--- src/rtl/up_down_count_monitor.sv ---
// ---------------------------------------------------------------------------
// up_down_count_monitor
//
// Receive-side health checker for an N-bit up/down counter. Every clock it
// samples the counter value together with the direction control that was
// driven to the counter. It acquires lock after LOCK_LEN consecutive correct
// +/-1 steps. Once locked it does three things:
//   - flags each sample that is not the predicted step,
//   - reports roll-over in either direction,
//   - keeps a saturating tally of flagged samples.
// After MISS_LIMIT consecutive bad samples it drops back to acquisition.
//
// Ports
//   clk      in   clock, rising edge
//   rst      in   asynchronous reset, active-low
//   en       in   1 = cnt_in/ud carry a valid sample this cycle
//   ud       in   counter direction control (0 = up, 1 = down)
//   cnt_in   in   [N-1:0] counter output value
//   locked   out  1 while in LOCK
//   err      out  one-cycle pulse, sample mismatched while locked
//   wrap_up  out  one-cycle pulse, locked correct step 2^N-1 -> 0 counting up
//   wrap_dn  out  one-cycle pulse, locked correct step 0 -> 2^N-1 counting down
//   expected out  [N-1:0] value predicted for the next sample
//   err_cnt  out  [7:0] number of err pulses since reset, saturates at 255
// ---------------------------------------------------------------------------
module up_down_count_monitor #(
  parameter int N          = 4,
  parameter int LOCK_LEN   = 3,
  parameter int MISS_LIMIT = 2
) (
  input  logic         clk,
  input  logic         rst,
  input  logic         en,
  input  logic         ud,
  input  logic [N-1:0] cnt_in,
  output logic         locked,
  output logic         err,
  output logic         wrap_up,
  output logic         wrap_dn,
  output logic [N-1:0] expected,
  output logic [7:0]   err_cnt
);

  typedef enum logic [1:0] {
    ST_IDLE = 2'd0,
    ST_ACQ  = 2'd1,
    ST_LOCK = 2'd2
  } state_t;

  // Saturating increment for the error tally.
  function automatic logic [7:0] sat_inc8(input logic [7:0] v);
    if (v == 8'hFF) begin
      return v;
    end
    return v + 8'd1;
  endfunction

  // Next value of an N-bit up/down counter from 'v' in direction 'dn'.
  function automatic logic [N-1:0] step_val(input logic [N-1:0] v,
                                            input logic dn);
    if (dn) begin
      return v - N'(1);
    end
    return v + N'(1);
  endfunction

  // Registered history and outputs.
  state_t         state_q,     state_d;
  logic [N-1:0]   prev_q,      prev_d;
  logic           prev_ud_q,   prev_ud_d;
  logic           have_prev_q, have_prev_d;
  logic [3:0]     run_q,       run_d;
  logic           locked_q,    locked_d;
  logic           err_q,       err_d;
  logic           wrap_up_q,   wrap_up_d;
  logic           wrap_dn_q,   wrap_dn_d;
  logic [N-1:0]   expected_q,  expected_d;
  logic [7:0]     err_cnt_q,   err_cnt_d;

  // Step judgement.
  logic [N-1:0]   pred;
  logic           step_ok;
  logic [3:0]     run_inc;
  logic           at_max;
  logic           at_min;

  // The step is judged against the direction captured with the previous
  // sample, so a reversal at any value (including 0 or 2^N-1) is legal.
  assign pred    = step_val(prev_q, prev_ud_q);
  assign step_ok = have_prev_q && (cnt_in == pred);
  assign run_inc = run_q + 4'd1;
  assign at_max  = (prev_q == {N{1'b1}});
  assign at_min  = (prev_q == {N{1'b0}});

  // -------------------------------------------------------------------------
  // State and history registers
  // -------------------------------------------------------------------------
  always_ff @(posedge clk or negedge rst) begin
    if (!rst) begin
      state_q     <= ST_IDLE;
      prev_q      <= '0;
      prev_ud_q   <= 1'b0;
      have_prev_q <= 1'b0;
      run_q       <= 4'd0;
      locked_q    <= 1'b0;
      err_q       <= 1'b0;
      wrap_up_q   <= 1'b0;
      wrap_dn_q   <= 1'b0;
      expected_q  <= '0;
      err_cnt_q   <= 8'd0;
    end else begin
      state_q     <= state_d;
      prev_q      <= prev_d;
      prev_ud_q   <= prev_ud_d;
      have_prev_q <= have_prev_d;
      run_q       <= run_d;
      locked_q    <= locked_d;
      err_q       <= err_d;
      wrap_up_q   <= wrap_up_d;
      wrap_dn_q   <= wrap_dn_d;
      expected_q  <= expected_d;
      err_cnt_q   <= err_cnt_d;
    end
  end

  // -------------------------------------------------------------------------
  // Next-state and output decode
  // -------------------------------------------------------------------------
  always_comb begin
    state_d     = state_q;
    prev_d      = prev_q;
    prev_ud_d   = prev_ud_q;
    have_prev_d = have_prev_q;
    run_d       = run_q;
    err_d       = 1'b0;
    wrap_up_d   = 1'b0;
    wrap_dn_d   = 1'b0;
    expected_d  = expected_q;
    err_cnt_d   = err_cnt_q;

    // Every valid sample refreshes the history and the prediction,
    // whatever the state.
    if (en) begin
      prev_d      = cnt_in;
      prev_ud_d   = ud;
      have_prev_d = 1'b1;
      expected_d  = step_val(cnt_in, ud);
    end

    case (state_q)
      ST_IDLE: begin
        if (en) begin
          run_d   = 4'd0;
          state_d = ST_ACQ;
        end
      end

      ST_ACQ: begin
        if (!en) begin
          // A gap breaks the sequence; the next sample starts afresh.
          state_d     = ST_IDLE;
          run_d       = 4'd0;
          have_prev_d = 1'b0;
        end else if (step_ok) begin
          if (run_inc == 4'(LOCK_LEN)) begin
            state_d = ST_LOCK;
            run_d   = 4'd0;
          end else begin
            run_d = run_inc;
          end
        end else begin
          // Acquisition misses are silent; just restart the streak.
          run_d = 4'd0;
        end
      end

      ST_LOCK: begin
        if (!en) begin
          state_d     = ST_IDLE;
          run_d       = 4'd0;
          have_prev_d = 1'b0;
        end else if (step_ok) begin
          run_d     = 4'd0;
          wrap_up_d = !prev_ud_q && at_max;
          wrap_dn_d =  prev_ud_q && at_min;
        end else begin
          err_d     = 1'b1;
          err_cnt_d = sat_inc8(err_cnt_q);
          // While locked, run counts consecutive bad samples.
          if (run_inc == 4'(MISS_LIMIT)) begin
            state_d = ST_ACQ;
            run_d   = 4'd0;
          end else begin
            run_d = run_inc;
          end
        end
      end

      default: begin
        state_d = ST_IDLE;
        run_d   = 4'd0;
      end
    endcase

    // The lock flag is registered alongside the state it reflects.
    locked_d = (state_d == ST_LOCK);
  end

  assign locked   = locked_q;
  assign err      = err_q;
  assign wrap_up  = wrap_up_q;
  assign wrap_dn  = wrap_dn_q;
  assign expected = expected_q;
  assign err_cnt  = err_cnt_q;

endmodule

--- config.mk ---
export PLATFORM = sky130hd
export DESIGN_NAME = up_down_count_monitor
export DESIGN_NICKNAME = d
export VERILOG_FILES = /design/src/rtl/up_down_count_monitor.sv
export SDC_FILE = /design/constraint.sdc
export NUM_CORES = 1
export LEC_CHECK = 0
export CAP_MARGIN = 20
export CORE_MARGIN = 8
export CORE_UTILIZATION = 58
export DETAILED_ROUTE_END_ITERATION = 6
export PLACE_DENSITY = 0.86
export SLEW_MARGIN = 20
export SYNTH_ARGS = -nofsm -noshare
export SYNTH_HDL_FRONTEND = slang
export SYNTH_SLANG_ARGS = --single-unit
--- constraint.sdc ---
create_clock -name clk -period 4.45 [get_ports clk]
set_input_delay 0.89 -clock clk [delete_from_list [all_inputs] [get_ports clk]]
set_output_delay 0.89 -clock clk [all_outputs]
set_load 0.1 [all_outputs]
==> results of run 1 <==
[power by group through the flow]
stage               Clock [mW]  Combinational, mW  Sequential, mW
detailed placement           0              0.212           0.293
global route             0.137              0.233           0.291
CTS                      0.128              0.214           0.289
floorplan                    0              0.118           0.335
global placement             0              0.206           0.292
finish                   0.125              0.213           0.289
[layer usage]
layer	wire [um]	part of all wire, %	vias up
li1	-	-	606
met4	55	1.6	0
met1	1360	40	612
met2	1750	51	45
met5	0	0	-
met3	267	7.8	6
[registers in the layout, summed over array words and instances, names as in the netlist]
register,cells
wrap_up,1
have_prev_q,1
run_q,4
prev_q,4
err_cnt,8
locked,1
prev_ud_q,1
err,1
wrap_dn,1
expected,4
state_q,2
[metrics by stage]
step	hold slack, ps	std cells	setup slack [ps]
finish	518	214	1540
global route	525	214	1490
CTS	516	214	1540
detailed placement	484	210	1370
global placement	481	210	1510
floorplan	482	157	2050
[synth_stat cells (all sizes together)]
cell      n
a21boi    1
a21o      2
a21oi     8
a222oi    1
a31oi     4
and2      2
and3      4
and3b     1
buf       1
clkbuf    2
dfrtp    28
fa        2
ha       12
inv      12
mux2      7
nand2    15
nand2b    1
nand3     7
nand4     4
nand4b    1
nor2      3
nor2b     3
nor3      3
nor3b     2
nor4      2
nor4b     1
o2111ai   1
o21ai     7
o221ai    1
o22ai     1
o31ai     2
o32ai     1
or4       1
xnor2    12
xnor3     1
xor2      1
[final cells by class]
| class | count | area (sq um) |
|---|---|---|
| Tap cell | 31 | 38.8 |
| Timing Repair Buffer | 25 | 240 |
| Sequential cell | 28 | 701 |
| Inverter | 12 | 45.0 |
| Fill cell | 197 | 796 |
| Clock buffer | 4 | 36.3 |
| Multi-Input combinational cell | 114 | 901 |
[worst max-delay path by stage]
stage	startpoint	to	slack [ps]
after floorplan	cnt_in[3]	err_cnt[6]	2050
after global placement	cnt_in[3]	run_q[2]	1510
after detailed placement	cnt_in[3]	run_q[2]	1370
after CTS	err_cnt[2]	err_cnt[2]	1540
after global routing	err_cnt[2]	err_cnt[2]	1490
final	err_cnt[2]	err_cnt[2]	1540
[logic make-up (layout without fill, tap and decap cells)]
logic type                 Yosys count  count (layout)
DFF                                 28              28
muxes                                7               7
and+or+nand+nor                     50              50
xor gates and xnor gates            14              14
AOI/OAI and AO/OA                   29              29
adders and majority gates           14              14
buffers and inverters               15              41
==> metrics.md, run 1 <==
| Metric | Value |
|---|---|
| Status | `complete, no violations` |
| Routed vias/inst | `5.93` |
| Switching Share | `36.1%` |
| Die W | `69.6 um` |
| Avg Synthesized Cell Area | `10.6 sq um` |
| GRT met3 Usage | `4.72%` |
| Met1 Resource Use GR | `14.2%` |
| Setup tns final | `0 ps` |
| Area Overhead vs Synth | `17.5%` |
| Tightest Pin Transition | `987 ps` |
| Vias in the first global route | `1347` |
| Die area | `4850 sq um` |
| Fmax | `344 MHz` |
| Reg2reg start | `prev_q[0]` |
| GPL Wtd Cong | `0.799` |
| LEAKAGE | `0.889 nW` |
| R2R depth | `8` |
| CTS tree | `yes` |
| Worst path max stage delay | `1180 ps` |
| Largest net degree at the start of global routing | `26` |
| Sequential-to-total area share from yosys stat | `42.0%` |
| Die boundary height | `69.6 um` |
| Synth unique cells | `40` |
| Fin crit period | `2910 ps` |
| DRT Pass-1 Iters | `5` |
| Post-Synthesis Net Count | `179` |
| Setup violators final | `0` |
| CP Buf/Inv Count | `1` |
| Most common cell after layout, fill and taps aside | `dfrtp_1` |
| Critical Setup Path Class | `register to output port` |
| Final core occ | `71.1%` |
| Cells after Synth | `157` |
| Worst path cell trace | `clkdlybuf4s50_1` |
| Max-cap violations | `0` |
| Required @ worst endpoint | `3560 ps` |
| Comb power frac | `34.0%` |
| Syn. warnings | `0` |
| Most Used Layer, Global Route | `met2` |
| Final nets | `206` |
| Mapped Area | `1670 sq um` |
| Antenna violations before repair | `0` |
| Maximum VDD drop | `0.000322 V` |
| Clock Tree Buf Depth | `2` |
| WL per Instance | `16.0 um` |
| Num Clock Sinks | `28` |
| Ratio of cells with drive above 1 in the final layout | `10.4%` |
| Slew HR | `34.0%` |
| CP top delay family | `buffers and inverters` |
| Final Instance Area | `1960 sq um` |
| # hold bufs at CTS | `0` |
| WP data arrival | `2020 ps` |
| Crit share post-route | `65.3%` |
| Critical Path End Type | `output port` |
| CP max-delay cell | `clkdlybuf4s50_1` |
| Worst r2r dst | `run_q[2]` |
| CTS buffer count | `3` |
| Multiplexer area fraction after synthesis | `5.17%` |
| Compound-cell area share of the yosys netlist | `11.8%` |
| Post-Route WL | `3430 um` |
| Post-CTS Setup Inserts | `0` |
| Max Slew Vio Count | `0` |
| Final Hold Viols | `0` |
| Floorplan core area | `2760 sq um` |
| Hpwl dp | `2590 um` |
| Synth area leader | `dfrtp_1` |
| ANT cells | `0` |
| Synth top area cells | `dfrtp_1 (42%), ha_1 (9.0%), xnor2_1 (6.3%)` |
| Synth Area in XOR/XNOR | `8.17%` |
| Global-route wire length before repair | `5810 um` |
| Worst Hold Class | `input pin to async pin` |
| Rows | `19` |
| Via count | `1269` |
| Clock skew | `5.78 ps` |
| Yosys top cell area share | `42.0%` |
| # DRC | `0` |
| Sequential share of power | `46.1%` |
| Clk_lat worst skew | `330 ps` |
| Io pins | `24` |
| Initial Util | `60.5%` |
| Total grt overflow | `0` |
| Input/output buffers | `23` |
| Met2 track demand over resource | `25.6%` |
| RSZ-0062 raised after global routing | `no` |
| Total GRT Usage | `14.1%` |
| DRT iter0 DRCs | `76` |
| # resized after CTS | `0` |
| Power Total | `0.627 mW` |
| Commonest non-fill, non-tap cells in the layout | `dfrtp_1 (28), clkdlybuf4s50_1 (22), nand2_1 (15)` |
| Antenna Nets Post-Route | `0` |
| Synthesis-stage register bit count | `28` |
| Simple logic cell fraction of the synthesized area | `17.4%` |
| Psw | `0.226 mW` |
| CTS root buf | `clkbuf_4` |
| Cell internal pwr | `0.401 mW` |
| PD cells | `320 nW/um^2` |
| # H-tree levels | `1` |
| Main combinational cell family by area after synthesis | `simple AND/OR/NAND/NOR gates` |
| Clk slew on worst S/H paths | `150 ps` |
| Critical Path Stages | `1` |
| R2r setup slk | `2010 ps` |
| Worst Path Max Fanout | `7` |
| Post-synthesis adder-cell area fraction | `11.4%` |
| CP Launch Type | `register` |
| Clock share of power | `19.9%` |
| Placed Area | `1930 sq um` |
Note: power is estimated with default switching activity, not from simulation.
==> inputs of run 2 (changes only) <==
--- a/config.mk
+++ b/config.mk
@@ -7,9 +7,9 @@
 export LEC_CHECK = 0
 export CAP_MARGIN = 20
 export CORE_MARGIN = 8
-export CORE_UTILIZATION = 58
+export CORE_UTILIZATION = 54
 export DETAILED_ROUTE_END_ITERATION = 6
-export PLACE_DENSITY = 0.86
+export PLACE_DENSITY = 0.81
 export SLEW_MARGIN = 20
 export SYNTH_ARGS = -nofsm -noshare
 export SYNTH_HDL_FRONTEND = slang
==> constraint.sdc (replaced) <==
create_clock -name clk -period 3 [get_ports clk]
set_input_delay 0.6 -clock clk [delete_from_list [all_inputs] [get_ports clk]]
set_output_delay 0.6 -clock clk [all_outputs]
set_load 0.1 [all_outputs]
==> run 2 against run 1 <==
Clock skew grew 1.4 ps. Clock-buffer cell count shrank 1. Combinational power grew 47%. Clock power grew 100%. Sequential cell count is the same. Design area shrank 0.83%. Non-clock buffer count is the same. Power grew 59%. Worst hold slack lost 4.9 ps. Highest routed layer unchanged. Final cell count grew 0.93%. Setup slack lost 940 ps.
==> metrics.md, run 2 (synthesized netlist as in run 1, its figures left out) <==
| Metric | Value |
|---|---|
| CTS root buf | `clkbuf_4` |
| # resized after CTS | `0` |
| Fmax | `417 MHz` |
| Clk_lat worst skew | `350 ps` |
| Global-route wire length before repair | `5660 um` |
| Die area | `5130 sq um` |
| CP Buf/Inv Count | `1` |
| # hold bufs at CTS | `0` |
| DRT Pass-1 Iters | `4` |
| PD cells | `512 nW/um^2` |
| Post-CTS Setup Inserts | `0` |
| Die boundary height | `71.6 um` |
| Input/output buffers | `23` |
| Setup tns final | `0 ps` |
| Worst Path Max Fanout | `9` |
| Maximum VDD drop | `0.000327 V` |
| Commonest non-fill, non-tap cells in the layout | `dfrtp_1 (28), buf_4 (18), nand2_1 (15)` |
| CTS tree | `yes` |
| WP data arrival | `2690 ps` |
| Die W | `71.6 um` |
| Worst Hold Class | `register to register` |
| Reg area | `701 sq um` |
| Hold slack | `513 ps` |
| Clock skew | `7.19 ps` |
| Reg2reg start | `prev_ud_q` |
| Io pins | `24` |
| GPL Wtd Cong | `0.902` |
| CP top delay family | `compound AO/OA/AOI/OAI gates` |
| CP max-delay cell | `dfrtp_1` |
| Total grt overflow | `0` |
| Floorplan core area | `3000 sq um` |
| Final nets | `206` |
| R2r setup slk | `600 ps` |
| Worst path cell trace | `inv_1 > fa_1 > xnor2_1 > nor2_1 > o2111ai_4 > mux2_2 > o31ai_1 > a21o_1` |
| R2R depth | `8` |
| Hold Path Sink | `err_cnt[5]` |
| Hold Path Depth | `1` |
| Max Slew Vio Count | `0` |
| Ratio of cells with drive above 1 in the final layout | `18.6%` |
| Max reg flops | `8` |
| Rows | `20` |
| Largest net degree at the start of global routing | `29` |
| CTS buffer count | `3` |
| WL per Instance | `15.3 um` |
| Slew HR | `68.4%` |
| Post-Route WL | `3310 um` |
| Fill count | `242` |
| Clk slew on worst S/H paths | `150 ps` |
| # H-tree levels | `1` |
| ANT cells | `0` |
| Crit share post-route | `79.9%` |
| Worst r2r dst | `run_q[2]` |
| Fin crit period | `2400 ps` |
| Antenna violations before repair | `0` |
| Clock Tree Buf Depth | `2` |
| Routed vias/inst | `5.80` |
| Final core occ | `64.8%` |
| Tightest Pin Transition | `473 ps` |
| Total GRT Usage | `13.9%` |
| Critical Path End Type | `register` |
| CP Launch Type | `register` |
| # DRC | `0` |
| Required @ worst endpoint | `3300 ps` |
| Initial Util | `55.6%` |
| Critical Path Stages | `8` |
| Worst path max stage delay | `470 ps` |
| Critical Setup Path Class | `register to register` |
| Hold_sp | `err_cnt[5]` |
| Area Overhead vs Synth | `16.6%` |
| Via count | `1252` |
| RSZ-0062 raised after global routing | `no` |
| Final Hold Viols | `0` |
| Status | `complete, no violations` |
| Setup violators final | `0` |
| LEAKAGE | `0.925 nW` |
| Vias in the first global route | `1264` |
| Hpwl dp | `2550 um` |
| Most common cell after layout, fill and taps aside | `dfrtp_1` |
| Num Clock Sinks | `28` |
| Antenna Nets Post-Route | `0` |
| Area of the multi-input gates | `901 sq um` |
| DRT iter0 DRCs | `75` |
| Max-cap violations | `0` |
[run 2: where the power goes]
group	total [mW]	switching [mW]	leakage [nW]	internal, mW
Sequential	0.430	0.0282	0.366	0.402
Clock	0.252	0.117	0.0279	0.135
Combinational	0.313	0.198	0.531	0.116
Total	0.996	0.343	0.925	0.653
[run 2: worst max-delay path by stage]
stage,startpoint,to,slack (ps)
2_1_floorplan,prev_q[0],err_cnt[1],740
3_3_place_gp,cnt_in[3],run_q[2],340
4_1_cts,prev_q[0],err_cnt[1],620
6_report,prev_ud_q,run_q[2],600
5_1_grt,prev_q[0],run_q[2],410
3_5_place_dp,cnt_in[3],run_q[2],270
[run 2: area by class of cell]
type                            instances  share of cell area (%)
Inverter                               12                    2.32
Timing Repair Buffer                   25                    10.5
Clock buffer                            3                    1.16
Clock inverter                          1                    1.54
Sequential cell                        28                    36.0
Multi-Input combinational cell        114                    46.3
Tap cell                               33                    2.12
[run 2: metal layers]
layer,global-route usage (%),vias to the layer above,share of wire [%]
met3,3.21,5,5.8
met2,22.3,41,49
met4,8.16,0,1.9
met5,0,-,0
met1,16.6,596,43
li1,-,610,-
[run 2: worst register-to-register path: stages, from the launching register on]
cell	delay (ps)
dfrtp_1	470
inv_1	160
fa_1	450
xnor2_1	140
nor2_1	170
o2111ai_4	220
mux2_2	350
o31ai_1	240
a21o_1	160
[run 2: stage by stage]
step	instance area (sq um)	total power, mW	instances	worst slack, ps
2_1_floorplan	1670	0.671	157	738
3_3_place_gp	1890	0.734	212	344
3_5_place_dp	1890	0.748	212	269
4_1_cts	1950	1.00	216	623
5_1_grt	1950	1.05	216	407
6_report	1950	0.996	216	604
